===== src/rtl/rot_shift_seq.sv =====
// rot_shift_seq -- iterative rotate / shift unit, one bit position per clock.
//
// The request is loaded on the accept edge, stepped once per clock in BUSY
// while the remaining count drains, and then presented in DONE until the
// consumer takes it. Zero-amount requests skip BUSY and go straight to DONE.
//
// Handshake: a transfer happens on a rising edge where valid && ready are
// both high. The producer holds in_valid and its payload until it sees
// in_ready. This block holds out_valid and out_data (and the flags) stable
// until out_ready. in_ready is combinational from state, out_ready and rst,
// so a new request can be taken on the same edge the result is consumed.
//
// Optional build macro: ROT_SHIFT_SEQ_FLAGS_EN adds the out_zero and
// out_last result flags. Without it those ports and registers are absent.
//
// o_dbg_state exposes the FSM state (0 IDLE, 1 BUSY, 2 DONE) for observation.

module rot_shift_seq #(
    parameter int WIDTH = 8,
    parameter int AMT_W = 3
) (
    input  logic             clk,
    input  logic             rst,
    input  logic             in_valid,
    output logic             in_ready,
    input  logic [WIDTH-1:0] in_data,
    input  logic [AMT_W-1:0] in_amt,
    input  logic             in_dir,
    input  logic [1:0]       in_mode,
    output logic             out_valid,
    input  logic             out_ready,
    output logic [WIDTH-1:0] out_data,
    output logic             busy,
`ifdef ROT_SHIFT_SEQ_FLAGS_EN
    output logic             out_zero,
    output logic             out_last,
`endif
    output logic [1:0]       o_dbg_state
);

    // Operation encodings; 2'b11 falls through to rotate.
    localparam logic [1:0] MODE_ROT = 2'b00;
    localparam logic [1:0] MODE_LSH = 2'b01;
    localparam logic [1:0] MODE_ASH = 2'b10;

    typedef enum logic [1:0] {
        IDLE = 2'd0,
        BUSY = 2'd1,
        DONE = 2'd2
    } state_t;

    state_t           r_state;
    state_t           w_state_nxt;

    logic [WIDTH-1:0] r_data;
    logic [AMT_W-1:0] r_count;
    logic             r_dir;
    logic [1:0]       r_mode;

    logic             w_in_ready;
    logic             w_accept;
    logic             w_consume;
    logic             w_count_last;
    logic [WIDTH-1:0] w_step_data;
    logic             w_step_bit;

    // Handshake terms shared by the FSM and the datapath.
    always_comb begin
        w_in_ready   = 1'b0;
        if (!rst) begin
            w_in_ready = (r_state == IDLE) || ((r_state == DONE) && out_ready);
        end
        w_accept     = in_valid && w_in_ready;
        w_consume    = (r_state == DONE) && out_ready;
        w_count_last = (r_count == AMT_W'(1));
    end

    // One-position step of the current word, plus the bit that leaves the edge.
    always_comb begin
        w_step_data = r_data;
        w_step_bit  = 1'b0;
        if (r_dir) begin
            // Left: the MSB leaves the word.
            w_step_bit = r_data[WIDTH-1];
            case (r_mode)
                MODE_LSH,
                MODE_ASH: w_step_data = {r_data[WIDTH-2:0], 1'b0};
                default:  w_step_data = {r_data[WIDTH-2:0], r_data[WIDTH-1]};
            endcase
        end else begin
            // Right: the LSB leaves the word.
            w_step_bit = r_data[0];
            case (r_mode)
                MODE_LSH: w_step_data = {1'b0, r_data[WIDTH-1:1]};
                MODE_ASH: w_step_data = {r_data[WIDTH-1], r_data[WIDTH-1:1]};
                default:  w_step_data = {r_data[0], r_data[WIDTH-1:1]};
            endcase
        end
    end

    // FSM state register.
    always_ff @(posedge clk) begin
        if (rst) begin
            r_state <= IDLE;
        end else begin
            r_state <= w_state_nxt;
        end
    end

    // FSM next-state: accept, count down, present, release or reload.
    always_comb begin
        w_state_nxt = r_state;
        case (r_state)
            IDLE: begin
                if (w_accept) begin
                    w_state_nxt = (in_amt != '0) ? BUSY : DONE;
                end
            end
            BUSY: begin
                if (w_count_last) begin
                    w_state_nxt = DONE;
                end
            end
            DONE: begin
                if (w_accept) begin
                    w_state_nxt = (in_amt != '0) ? BUSY : DONE;
                end else if (w_consume) begin
                    w_state_nxt = IDLE;
                end
            end
            default: w_state_nxt = IDLE;
        endcase
    end

    // Datapath: load on accept, step while BUSY, otherwise hold.
    always_ff @(posedge clk) begin
        if (rst) begin
            r_data  <= '0;
            r_count <= '0;
            r_dir   <= 1'b0;
            r_mode  <= MODE_ROT;
        end else if (w_accept) begin
            r_data  <= in_data;
            r_count <= in_amt;
            r_dir   <= in_dir;
            r_mode  <= in_mode;
        end else if (r_state == BUSY) begin
            r_data  <= w_step_data;
            r_count <= r_count - AMT_W'(1);
        end
    end

`ifdef ROT_SHIFT_SEQ_FLAGS_EN
    logic r_last;

    // Edge bit of the most recent step; zero on accept so amt=0 reports 0.
    always_ff @(posedge clk) begin
        if (rst) begin
            r_last <= 1'b0;
        end else if (w_accept) begin
            r_last <= 1'b0;
        end else if (r_state == BUSY) begin
            r_last <= w_step_bit;
        end
    end

    // Flags are qualified by out_valid and so hold with the result.
    always_comb begin
        out_zero = (r_state == DONE) && (r_data == '0);
        out_last = (r_state == DONE) && r_last;
    end
`else
    logic w_step_bit_unused;

    // The edge bit only feeds the optional flag.
    always_comb begin
        w_step_bit_unused = w_step_bit;
    end
`endif

    // Output decode from state and registered data.
    always_comb begin
        in_ready    = w_in_ready;
        out_valid   = (r_state == DONE);
        out_data    = r_data;
        busy        = (r_state == BUSY);
        o_dbg_state = r_state;
    end

endmodule


===== config.mk =====
export PLATFORM = sky130hd
export DESIGN_NAME = rot_shift_seq
export DESIGN_NICKNAME = d
export VERILOG_FILES = /design/src/rtl/rot_shift_seq.sv
export SDC_FILE = /design/constraint.sdc
export NUM_CORES = 1
export LEC_CHECK = 0
export ABC_AREA = 1
export CAP_MARGIN = 10
export CELL_PAD_IN_SITES_DETAIL_PLACEMENT = 0
export CELL_PAD_IN_SITES_GLOBAL_PLACEMENT = 1
export CORE_MARGIN = 10
export CORE_UTILIZATION = 28
export DETAILED_ROUTE_END_ITERATION = 8
export PLACE_DENSITY_LB_ADDON = 0.1
export SLEW_MARGIN = 5
export SYNTH_ARGS = -nofsm -noshare
export SYNTH_HDL_FRONTEND = slang
export SYNTH_SLANG_ARGS = --single-unit

===== constraint.sdc =====
create_clock -name clk -period 1.1 [get_ports clk]
set_input_delay 0.22 -clock clk [delete_from_list [all_inputs] [get_ports clk]]
set_output_delay 0.22 -clock clk [all_outputs]
set_load 0.01 [all_outputs]

Word level (Yosys, flattened, before mapping)
Index checks and enable logic that the tools add are counted.
{"block": "word_totals", "regBits": 16, "out_inout_bits": 13}
{"block": "op_classes", "add_sub_neg": 1, "n_eq_ne": 9, "n_mux": 14, "n_reduce_logical": 9}
{"op": "2-to-1 mux 8 bit", "n": 3}
{"op": "case mux 8 bit (2 select lines)", "n": 1}
{"op": "2-to-1 mux 2 bit", "n": 5}
{"op": "2-to-1 mux 3 bit", "n": 2}
{"op": "case mux 2 bit (3 select lines)", "n": 1}
{"op": "equality test 2 x 1 -> 1 bit (second input constant)", "n": 2}
{"op": "equality test 2 bit (second input constant)", "n": 2}
{"op": "equality test 3 x 1 -> 1 bit (second input constant)", "n": 1}
{"op": "!= test 3 x 1 -> 1 bit (second input constant)", "n": 1}
{"op": "!= test 3 bit (second input constant)", "n": 1}
{"op": "AND reduction 3 bit", "n": 1}
{"op": "nonzero test 3 bit", "n": 1}
{"op": "subtractor 3 x 1 -> 3 bit (second input constant)", "n": 1}
{"op": "logical AND 1 bit", "n": 2}
{"op": "logical NOT 2 bit", "n": 1}
{"op": "2-to-1 mux 1 bit", "n": 2}
{"op": "!= test 2 x 1 -> 1 bit (second input constant)", "n": 1}
{"op": "!= test 2 bit (second input constant)", "n": 1}
{"op": "AND reduction 2 bit", "n": 1}
{"op": "nonzero test 2 bit", "n": 1}
{"op": "OR reduction 2 bit", "n": 1}
{"op": "logical OR 1 bit", "n": 1}

Longest topological paths before layout
{"block": "depth", "word_depth": 7, "mapped_depth": 8, "ltp_nobuf": 8}

Least setup slack after synthesis
Ideal clock, no wire load.
{"block": "synth_path", "path_type": "register to register", "start": "register r_state[1], in the netlist o_dbg_state[1]", "end": "register r_data[7], in the netlist out_data[7]", "setup_ns": 0.113, "arrival_time_ns": 1.094, "required_time_ns": 0.987, "setup_slack_ns": -0.106, "path_stages_with_launch": 8, "synth_period_minus_slack_ns": 1.206, "cell_sequence": "dfxtp_1 > nand2_1 > and2_1 > buf_4 > nand3_1 > nand2_1 > nor2_1 > nor2_1"}
{"block": "synth_via", "elab_chain_cells": 7}
{"item": "from (decl)", "line": "52", "text": "state_t r_state;"}
{"item": "from (signal assigned)", "line": "106", "text": "r_state <= w_state_nxt;"}
{"item": "equality test 2 bit", "line": "71", "text": "w_in_ready = (r_state == IDLE) || ((r_state == DONE) && out_ready);"}
{"item": "logical AND 1 bit", "line": "71"}
{"item": "logical OR 1 bit *", "line": "71"}
{"item": "2-to-1 mux 1 bit *", "line": "70", "text": "if (!rst) begin"}
{"item": "named net in_ready", "line": "25", "text": "output logic in_ready,"}
{"item": "logical AND 1 bit *", "line": "73", "text": "w_accept = in_valid && w_in_ready;"}
{"item": "!= test 3 bit (no source line) / nonzero test 2 bit (equally long branches)"}
{"item": "AND reduction 2 bit (no source line)"}
{"item": "to (signal assigned)", "line": "143", "text": "r_data <= in_data;"}
{"item": "to (signal assigned)", "line": "148", "text": "r_data <= w_step_data;"}
{"item": "to (decl)", "line": "55", "text": "logic [WIDTH-1:0] r_data;"}
The timed path passes the listed nets; every way through them passes the cells marked *.
A chain may end at the register's enable or synchronous reset.

Worst setup path in the final report
{"block": "layout_path", "start": "register r_state[1], in the netlist o_dbg_state[1]", "end": "output port in_ready"}
{"block": "layout_via", "elab_chain_cells": 4}
{"item": "equality test 2 bit", "line": "71"}
{"item": "logical AND 1 bit", "line": "71"}
{"item": "logical OR 1 bit *", "line": "71"}
{"item": "2-to-1 mux 1 bit *", "line": "70"}
{"item": "to (decl)", "line": "25"}
Every way passes the cells marked *; elsewhere a longest branch is shown, timed or not.

==> Implementation_results.wiki <==
{| class="wikitable"
! Metric !! Value
|-
| Outcome || complete, but fails checks
|-
| Violations in the final reports || negative setup slack
|-
| Class of the most critical setup path || reg2out
|-
| Share of the yosys chip area belonging to registers || 0.3265
|-
| Ordered list of cells on the worst path || nand2_4 -> and2_4 -> buf_6
|-
| Core outline area || 3363 µm²
|-
| N_diodes || 0
|-
| Final clock skew || 0.004155 ns
|-
| Vias per Instance || 4.398
|-
| Slowest cell on the critical path || sky130_fd_sc_hd__dfxtp_4
|-
| Largest net degree at the start of global routing || 12
|-
| Clock share of power || 0.207
|-
| Dominant synthesized flop cell || sky130_fd_sc_hd__dfxtp_1
|-
| Minimum clock period || 1.255 ns
|-
| Type of element capturing the critical path || output port
|-
| Remaining antenna violation count after routing || 0
|-
| Mapped Area || 980.9 µm²
|-
| TritonCTS clock tree || done
|-
| Post-layout nets || 231
|-
| Endpoints failing setup || 20
|-
| Effective utilization at floorplan || 0.2917
|-
| Startpoint kind of the worst setup timing path || flip-flop
|-
| Clock-pin transition on the worst setup and hold timing paths || 0.11 ns
|-
| Most frequent cell after synthesis || sky130_fd_sc_hd__nand2_1
|-
| Fraction of synthesis flops using an asynchronous set or reset pin || 0
|-
| Net count after synthesis || 173
|-
| Slew headroom || 0.7761
|-
| Reported max-cap violation count || 0
|-
| Critical path required time || 0.88 ns
|-
| Commonest cells in the netlist || sky130_fd_sc_hd__nand2_1, sky130_fd_sc_hd__nor2_1, sky130_fd_sc_hd__inv_1
|-
| Insertion delay to the later sink of the worst-skew pair || 0.30 ns
|-
| Highest net fanout along the worst path || 4
|-
| Ratio of cells with drive above 1 in the final layout || 0.3750
|-
| Buffer cell driving the clock tree root || sky130_fd_sc_hd__clkbuf_4
|-
| Worst setup timing slack at the placement stage || -0.7036 ns
|-
| Total Wirelength || 3120 µm
|-
| Maximum cell stage delay along the critical path || 0.40 ns
|-
| Post-synth top area share || 0.3265
|-
| Leak Pwr || 0.0007739 µW
|-
| YS warnings || 0
|-
| Number of I/O port buffers || 30
|-
| Unique cell type count in the Yosys netlist || 24
|-
| Fin worst setup slack || -0.1553 ns
|-
| EDFF count, synth || 0
|-
| Cells after Synth || 151
|-
| Switching power share of the total || 0.3396
|-
| Class of the worst hold path || in2reg
|-
| Number of H-tree branching levels || 1
|-
| Utilization after layout || 0.4959
|-
| Ratio of final minimum period to clock period || 1.141
|-
| Overflow after GRT || 0
|-
| First-pass GRT wire length || 5223 µm
|-
| Number of global-route vias before repair || 1152
|-
| Total number of vias || 1117
|-
| Number of top-level design ports || 31
|-
| Number of register bits inferred by synthesis || 16
|-
| Crit path DAT || 1.04 ns
|-
| Standard-cell row count || 21
|-
| Internal power || 1319 µW
|-
| DIE HEIGHT || 79.19 µm
|-
| Inserted Clock Buffers || 3
|-
| Setup repair after global routing missed its margin || true
|-
| Worst Max-Slew Pin Slew || 0.3324 ns
|-
| Number of DRC markers after the initial detailed-route iteration || 35
|-
| GPL Wtd Cong || 0.7697
|-
| Family with the most delay on the worst path || flip-flops
|-
| HPWL Detailed || 2400 µm
|-
| Die X || 79.19 µm
|-
| Pwr Density || 1197 nW/µm²
|-
| Critical path buffer and inverter count || 1
|-
| Count of unresolved DRC violations after routing || 0
|-
| Average detailed-routed wire length per instance || 12.28 µm
|-
| Leading cell types by total area after synthesis || sky130_fd_sc_hd__dfxtp_1, sky130_fd_sc_hd__nand2_1, sky130_fd_sc_hd__nor2_1, sky130_fd_sc_hd__nand3_1, sky130_fd_sc_hd__o21ai_0
|-
| Max Buffers Root-to-Sink || 2
|-
| Area leader, netlist || sky130_fd_sc_hd__dfxtp_1
|-
| Portion of total power attributed to sequential cells || 0.359
|-
| Layout Area Growth over Synthesis || 70.03%
|-
| NetSw || 678.0 µW
|-
| Number of antenna violations at the first check in global routing || 0
|-
| Share of power burned in combinational logic || 0.434
|-
| Die area || 6271 µm²
|-
| Synthesized area divided by synthesized cell count || 6.496 µm²
|-
| Max-slew violation total from the final report || 0
|-
| Number of sinks handled by clock tree synthesis || 16
|-
| Maximum clock frequency || 796.6 MHz
|-
| Detailed-routing iteration count for the pre-antenna-repair pass || 5
|-
| Global-route total usage across every layer || 0.1016
|-
| Worst IR drop on VDD || 0.0008656 V
|-
| Final Hold Viols || 0
|}
-- worst paths after layout --
check / from / end / slack (ns) / depth (start not counted)
max: o_dbg_state[1] / in_ready / -0.16 / 3
min: rst / o_dbg_state[0] / 0.42 / 3
max reg2reg: o_dbg_state[0] / o_dbg_state[1] / -0.13 / 8
min reg2reg: r_mode[1] / r_mode[1] / 0.50 / 2
-- placed cells by master, fill, tap and decap left out, drive strengths merged, types with 2 or more instances in the layout --
cell type | netlist | layout
inv | 18 | 19
clkbuf | 1 | 4
o21ai | 16 | 16
clkdlybuf4s15 | 0 | 3
a21oi | 8 | 8
dlygate4sd2 | 0 | 2
clkdlybuf4s50 | 0 | 15
xor2 | 2 | 2
nand3 | 17 | 17
nor2 | 27 | 27
ha | 4 | 4
dfxtp | 16 | 16
nand2 | 29 | 29
buf | 6 | 40
-- logic make-up after synthesis --
group / synth area share
AND/OR/NAND/NOR: 0.3329
AO/OA/AOI/OAI: 0.1505
buffers and inverters: 0.1212
flip-flops: 0.3265
adder cells (fa/ha/maj): 0.05102
XOR/XNOR: 0.01786
-- area by class of cell --
type	count	area, µm²
tap	46	57.56
inverter	19	73.82
multi-input combinational	109	628.1
clock buffer	4	36.28
fill	387	1695
timing repair buffer	60	533.0
sequential	16	339.1
-- per-layer routing --
layer  wire length (µm)  global-route usage  vias to the layer above
li1                   -                   -                      594
met5                  0                   0                        -
met2               1563              0.1778                       17
met4                 18             0.02151                        0
met3                148             0.03941                        2
met1               1390              0.1137                      504
-- power by group through the flow --
stage | Sequential (µW) | Combinational [µW] | Clock, µW
6_report | 717 | 867 | 413
5_1_grt | 729 | 971 | 448
4_1_cts | 710 | 806 | 430
3_5_place_dp | 715 | 798 | 0
3_3_place_gp | 713 | 796 | 0
2_1_floorplan | 751 | 355 | 0
-- sequential cells by signal, indices dropped and copies added, names as in the netlist --
signal	count
r_mode	2
r_count	3
out_data	8
o_dbg_state	2
r_dir	1
-- per-stage QoR --
stage	setup TNS [ns]	cells	instance area [µm²]	hold WS, ns	total power, µW
floorplan	0	151	992.2	0.2850	1106
global placement	-9.031	247	1505	0.4626	1510
detailed placement	-9.150	247	1505	0.4740	1513
CTS	-1.622	252	1574	0.4326	1946
global route	-3.174	254	1668	0.4548	2148
finish	-1.651	254	1668	0.4224	1997
-- worst register-to-register path: stages (launching register included) --
cell                      delay [ns]
sky130_fd_sc_hd__dfxtp_4        0.37
sky130_fd_sc_hd__nor2_4         0.10
sky130_fd_sc_hd__buf_6          0.11
sky130_fd_sc_hd__nand3_4        0.09
sky130_fd_sc_hd__buf_4          0.18
sky130_fd_sc_hd__a21oi_2        0.13
sky130_fd_sc_hd__nand2_1        0.07
sky130_fd_sc_hd__nand2_1        0.06
sky130_fd_sc_hd__nor2_1         0.03
-- repair_timing --
item / in CTS / in global routing
pin swaps: 2 / 7
cloned: 0 / 0
hold buffers: 0 / 0
buffers inserted: 1 / 2
resized for setup: 59 / 42
endpoints found under the setup margin: 29 / 28
Note: power is estimated with default switching activity, not from simulation.
